[config.mk]
export PLATFORM = sky130hd
export DESIGN_NAME = temp_bcd_scan
export DESIGN_NICKNAME = d
export VERILOG_FILES = /design/src/rtl/temp_bcd_scan.sv
export SDC_FILE = /design/constraint.sdc
export NUM_CORES = 1
export LEC_CHECK = 0
export BUFFER_PORTS_ARGS = -buffer_cell sky130_fd_sc_hd__clkbuf_2
export CORE_MARGIN = 3
export CORE_UTILIZATION = 58
export DETAILED_ROUTE_END_ITERATION = 8
export GPL_TIMING_DRIVEN = 1
export PLACE_DENSITY = 0.76
export SYNTH_ARGS = -nofsm -noshare
export SYNTH_HDL_FRONTEND = slang
export SYNTH_SLANG_ARGS = --single-unit
export TNS_END_PERCENT = 1
[constraint.sdc]
create_clock -name sys_clk -period 3.8 [get_ports sys_clk]
set_input_delay 0.19 -clock sys_clk [delete_from_list [all_inputs] [get_ports sys_clk]]
set_output_delay 0.19 -clock sys_clk [all_outputs]
set_load 0.02 [all_outputs]
[src/rtl/temp_bcd_scan.sv]
// Temperature display back-end: serial double-dabble conversion of the m°C magnitude
// into six BCD digits, plus an 8-digit multiplexed active-low 7-segment scanner.
module temp_bcd_scan #(
   parameter int SCAN_DIV = 5000,
   parameter int BIN_W    = 20,
   parameter int BCD_MAX  = 999999
) (
   input  logic             sys_clk,
   input  logic             sys_rst_n,
   input  logic [BIN_W-1:0] data_in,
   input  logic             sign_in,
   output logic [7:0]       dig_sel,
   output logic [6:0]       seg,
   output logic             seg_dp,
   output logic             busy,
   output logic             conv_done
);

   localparam int PRE_W = $clog2(SCAN_DIV);
   localparam logic [BIN_W-1:0] SAT_VAL  = BIN_W'(BCD_MAX);
   localparam logic [PRE_W-1:0] PRE_LAST = PRE_W'(SCAN_DIV - 1);

   typedef enum logic [1:0] {
      IDLE   = 2'd0,
      LOAD   = 2'd1,
      SHIFT  = 2'd2,
      COMMIT = 2'd3
   } state_t;

   state_t           state_q, state_d;
   logic             do_capture, do_load, do_shift, do_commit;

   logic [BIN_W-1:0] shadow_data_q;
   logic             shadow_sign_q;
   logic [BIN_W-1:0] bin_sr_q;
   logic [23:0]      bcd_sr_q;
   logic [23:0]      bcd_adj;
   logic [4:0]       bit_cnt_q;
   logic [BIN_W-1:0] sat_data;

   logic [3:0]       dig_q [6];
   logic             sign_q;

   logic [PRE_W-1:0] pre_q;
   logic [2:0]       scan_idx_q;
   logic [6:0]       seg_d;

   // ---------------- conversion FSM ----------------
   always_ff @(posedge sys_clk or negedge sys_rst_n) begin
      if (!sys_rst_n) state_q <= IDLE;
      else            state_q <= state_d;
   end

   always_comb begin
      state_d    = state_q;
      do_capture = 1'b0;
      do_load    = 1'b0;
      do_shift   = 1'b0;
      do_commit  = 1'b0;
      case (state_q)
         IDLE: begin
            if ({sign_in, data_in} != {shadow_sign_q, shadow_data_q}) begin
               do_capture = 1'b1;
               state_d    = LOAD;
            end
         end
         LOAD: begin
            do_load = 1'b1;
            state_d = SHIFT;
         end
         SHIFT: begin
            do_shift = 1'b1;
            if (bit_cnt_q == 5'(BIN_W - 1)) state_d = COMMIT;
         end
         COMMIT: begin
            do_commit = 1'b1;
            state_d   = IDLE;
         end
         default: state_d = IDLE;
      endcase
   end

   // ---------------- double-dabble datapath ----------------
   assign sat_data = (shadow_data_q > SAT_VAL) ? SAT_VAL : shadow_data_q;

   always_comb begin
      bcd_adj = bcd_sr_q;
      for (int i = 0; i < 6; i++) begin
         if (bcd_sr_q[4*i +: 4] >= 4'd5) bcd_adj[4*i +: 4] = bcd_sr_q[4*i +: 4] + 4'd3;
      end
   end

   always_ff @(posedge sys_clk or negedge sys_rst_n) begin
      if (!sys_rst_n) begin
         shadow_data_q <= '0;
         shadow_sign_q <= 1'b0;
         bin_sr_q      <= '0;
         bcd_sr_q      <= '0;
         bit_cnt_q     <= '0;
      end else begin
         if (do_capture) begin
            shadow_data_q <= data_in;
            shadow_sign_q <= sign_in;
         end
         if (do_load) begin
            bin_sr_q  <= sat_data;
            bcd_sr_q  <= '0;
            bit_cnt_q <= '0;
         end
         if (do_shift) begin
            {bcd_sr_q, bin_sr_q} <= {bcd_adj[22:0], bin_sr_q, 1'b0};
            bit_cnt_q            <= bit_cnt_q + 5'd1;
         end
      end
   end

   // Committed digits change only here, so the display never sees a partial result.
   always_ff @(posedge sys_clk or negedge sys_rst_n) begin
      if (!sys_rst_n) begin
         for (int i = 0; i < 6; i++) dig_q[i] <= 4'd0;
         sign_q    <= 1'b0;
         busy      <= 1'b0;
         conv_done <= 1'b0;
      end else begin
         if (do_commit) begin
            for (int i = 0; i < 6; i++) dig_q[i] <= bcd_sr_q[4*i +: 4];
            sign_q <= shadow_sign_q;
         end
         busy      <= (state_q != IDLE);
         conv_done <= do_commit;
      end
   end

   // ---------------- display scan ----------------
   function automatic logic [6:0] glyph(input logic [3:0] d);
      logic [6:0] g;
      case (d)
         4'd0:    g = 7'b0000001;
         4'd1:    g = 7'b1001111;
         4'd2:    g = 7'b0010010;
         4'd3:    g = 7'b0000110;
         4'd4:    g = 7'b1001100;
         4'd5:    g = 7'b0100100;
         4'd6:    g = 7'b0100000;
         4'd7:    g = 7'b0001111;
         4'd8:    g = 7'b0000000;
         4'd9:    g = 7'b0000100;
         default: g = 7'h7F;
      endcase
      return g;
   endfunction

   always_ff @(posedge sys_clk or negedge sys_rst_n) begin
      if (!sys_rst_n) begin
         pre_q      <= '0;
         scan_idx_q <= 3'd0;
      end else if (pre_q == PRE_LAST) begin
         pre_q      <= '0;
         scan_idx_q <= scan_idx_q + 3'd1;
      end else begin
         pre_q <= pre_q + PRE_W'(1);
      end
   end

   always_comb begin
      seg_d = 7'h7F;
      case (scan_idx_q)
         3'd0: seg_d = glyph(dig_q[0]);
         3'd1: seg_d = glyph(dig_q[1]);
         3'd2: seg_d = glyph(dig_q[2]);
         3'd3: seg_d = glyph(dig_q[3]);
         3'd4: seg_d = glyph(dig_q[4]);
         3'd5: seg_d = glyph(dig_q[5]);
         3'd6: seg_d = sign_q ? 7'b1111110 : 7'h7F;
         default: seg_d = 7'h7F;
      endcase
   end

   // Decimal point sits after digit 3, the whole-degree units position.
   always_ff @(posedge sys_clk or negedge sys_rst_n) begin
      if (!sys_rst_n) begin
         dig_sel <= 8'h00;
         seg     <= 7'h7F;
         seg_dp  <= 1'b1;
      end else begin
         dig_sel <= 8'b1 << scan_idx_q;
         seg     <= seg_d;
         seg_dp  <= (scan_idx_q != 3'd3);
      end
   end

endmodule

==> out/metrics.cfg <==
[run_status]
outcome=complete, no violations

[clock_tree]
cts_sinks=131
postCtsSetupBuffers=0
clk_latency_ns=0.42
cts.clk_slew.worst_paths_ns=0.06
cts_made_buffers=17
cts-root-buf=clkbuf_16
cts_tree=done
cts_buffer_depth=2
cts-htree-levels=4

[synthesis]
yosysTopAreaCell=dfrtp_1
avgSynthCellArea_um2=9.57
syn_area_um2=7360
async_flop_share_pct=100
yosysSeqAreaShare_pct=44.7
syn-instance-count=769
synth_top_cell_area_share_pct=41.8
syn_nets=851
synthTopCellsByCount=dfrtp_1, o21ai_0, inv_1, nand2_1, ha_1
synth_cell_types=50
synth_edf_count=0
synth_most_common_cell=dfrtp_1
netlist_top_cells_area=dfrtp_1, ha_1, o21ai_0
ys_ff_latch=131
ys_warn_count=0
synth_ff_type=dfrtp_1

[finish]
finalNonFillerCells=981
drive_above_1_share_pct=15.5
syn2layout_area_growth_pct=12.6
post-route-cell-area_um2=8290
diodes=0
final_nets=883
num-fill-cells=961

[die]
floorplan.initialDensity_pct=60.3
dieHeight_um=119
rows=40
die_w_um=119
core_um2=12200
dieArea_um2=14100
ioPinCount=41

[timing]
rsz0062_at_grt=false
slew_violations=0
postLayoutSetupSlackWorst_ns=1.37
tns_ns=0
fin_crit_ns=2.43
fin_crit_sh_pct=63.9
finalClockSkew_ns=0.00787
hold-worst-slack_ns=0.0136
worst_pin_slew_ns=0.909
setup_viol=0
relSlewSlack_pct=39.4
hold_violations=0
fmax_mhz=412

[detailed_routing]
vias_per_cell=5.73
vias=5623
post_drt_wl_per_cell_um=15.8
ant_nets=0
drt_iter0_drc=393
routed_wl_um=15500
drt_pre_antenna_iters=5
drcViolationCount=0

[setup_path]
path_max_fanout=32
path_cells=inv_1 -> ha_2 -> buf_4 -> nand2_1 -> o32ai_1
crit_path_start_kind=register
path_class=reg -> reg
critPathCaptureType=register
crit_required_ns=4.11
critPathTopFamily=adder cells
critPathArrivalTime_ns=2.74
slowest_stage=ha_2
crit_buf_inv=2
critical-path-max-stage-delay_ns=0.60

[grt]
grt.total_usage_pct=22.9
grt_overflow=0
antenna_found_initial=0
grt_pass1_vias=5490
grt_pass1_wl_um=26300
grt_max_degree=70

[pwr]
vdd_drop_max_v=0.000462
cellLeakagePower_nw=3.71
power_density_nw_per_um2=779

[placement]
io_buffers=40
placed_area_um2=7690
gp_congestion=0.891
dpl.cell_count=949
dpl.hpwl_um=10900
pre_cts_ws_ns=1.40

[flow_run]
maxCapViolations=0

[worst_hold_path]
hp-class=in -> reg

==> worst register-to-register path: stages (launching register included) <==
cell and delay, ns:
dfrtp_1 0.40, inv_1 0.06, ha_2 0.60, buf_4 0.37, nand2_1 0.45, o32ai_1 0.44
==> timing repair <==
item | 4_1_cts | 5_1_grt
hold endpoints to repair | 67 | 0
hold buffers | 1 | 0
resized for setup | 0 | 0
==> placed cells by master (no fill, tap or decap), types with 12 or more instances in the layout <==
| cell type | synthesis | routed |
|---|---|---|
| o22ai_1 | 16 | 16 |
| clkbuf_16 | 0 | 17 |
| nor2_1 | 44 | 44 |
| dfrtp_1 | 123 | 123 |
| inv_1 | 65 | 65 |
| mux2_2 | 33 | 33 |
| xnor2_1 | 25 | 25 |
| a21oi_1 | 47 | 47 |
| ha_1 | 59 | 58 |
| nand3_1 | 22 | 22 |
| nand2b_1 | 19 | 19 |
| nand2_1 | 62 | 62 |
| xor2_1 | 23 | 23 |
| nor3_1 | 12 | 12 |
| clkbuf_2 | 1 | 39 |
| o21ai_0 | 87 | 87 |
==> worst paths after layout <==
check	from	endpoint	slack, ns	depth (start not counted)
worst min register to register	pre_q[0]	pre_q[0]	0.50	1
worst max register to register	state_q[1]	bcd_sr_q[8]	1.37	5
min in group asynchronous	sys_rst_n	bit_cnt_q[2]	0.43	2
worst max-delay path	state_q[1]	bcd_sr_q[8]	1.37	5
worst min-delay path	data_in[13]	shadow_data_q[13]	0.01	3
max in group asynchronous	sys_rst_n	seg[0]	2.39	3
==> flip-flops by register name, summed over array words and instances, names as in the netlist <==
| register | cells |
|---|---|
| state_q | 2 |
| bcd_sr_q | 24 |
| pre_q | 13 |
| scan_idx_q | 3 |
| shadow_sign_q | 1 |
| conv_done | 1 |
| dig_q | 24 |
| sign_q | 1 |
| dig_sel | 8 |
| seg | 7 |
| seg_dp | 1 |
| bin_sr_q | 20 |
| shadow_data_q | 20 |
| busy | 1 |
| bit_cnt_q | 5 |
==> metal layers <==
| metal | track usage [%] | routed length, um | vias to the layer above |
|---|---|---|---|
| met5 | 0 | 0 | - |
| met4 | 8.04 | 304 | 0 |
| met3 | 4.69 | 665 | 30 |
| met2 | 38.1 | 7580 | 142 |
| met1 | 29.9 | 6950 | 2747 |
| li1 | - | - | 2704 |
==> kinds of logic after synthesis <==
kind of cell / count (synthesis) / synth area share (%)
fa+ha+maj: 59 / 10.0
buf+inv: 102 / 5.46
mux: 40 / 6.00
compound gates: 195 / 15.7
simple gates: 194 / 12.5
xor+xnor: 48 / 5.71
flops: 131 / 44.7
==> power by group <==
| part | internal, mW | total (mW) | switching, mW |
|---|---|---|---|
| sequential | 1.87 | 2.31 | 0.440 |
| combinational | 1.05 | 2.52 | 1.47 |
| clock | 1.04 | 1.63 | 0.586 |
| total | 3.96 | 6.46 | 2.50 |
==> per-stage QoR <==
step / power (mW) / utilization (%)
3_3_place_gp: 4.67 / 62.9
5_1_grt: 6.91 / 67.9
6_report: 6.46 / 67.9
2_1_floorplan: 4.16 / -
3_5_place_dp: 4.81 / 62.9
4_1_cts: 6.46 / 67.9
==> cell type report <==
| cell class | count | area (um^2) | share of cell area, % |
|---|---|---|---|
| Tap cell | 168 | 210 | 2.54 |
| Sequential cell | 131 | 3290 | 39.7 |
| Clock inverter | 9 | 101 | 1.22 |
| Inverter | 65 | 244 | 2.94 |
| Clock buffer | 22 | 494 | 5.96 |
| Timing Repair Buffer | 50 | 280 | 3.38 |
| Multi-Input combinational cell | 536 | 3670 | 44.3 |
Power figures use the tool's default switching activity.
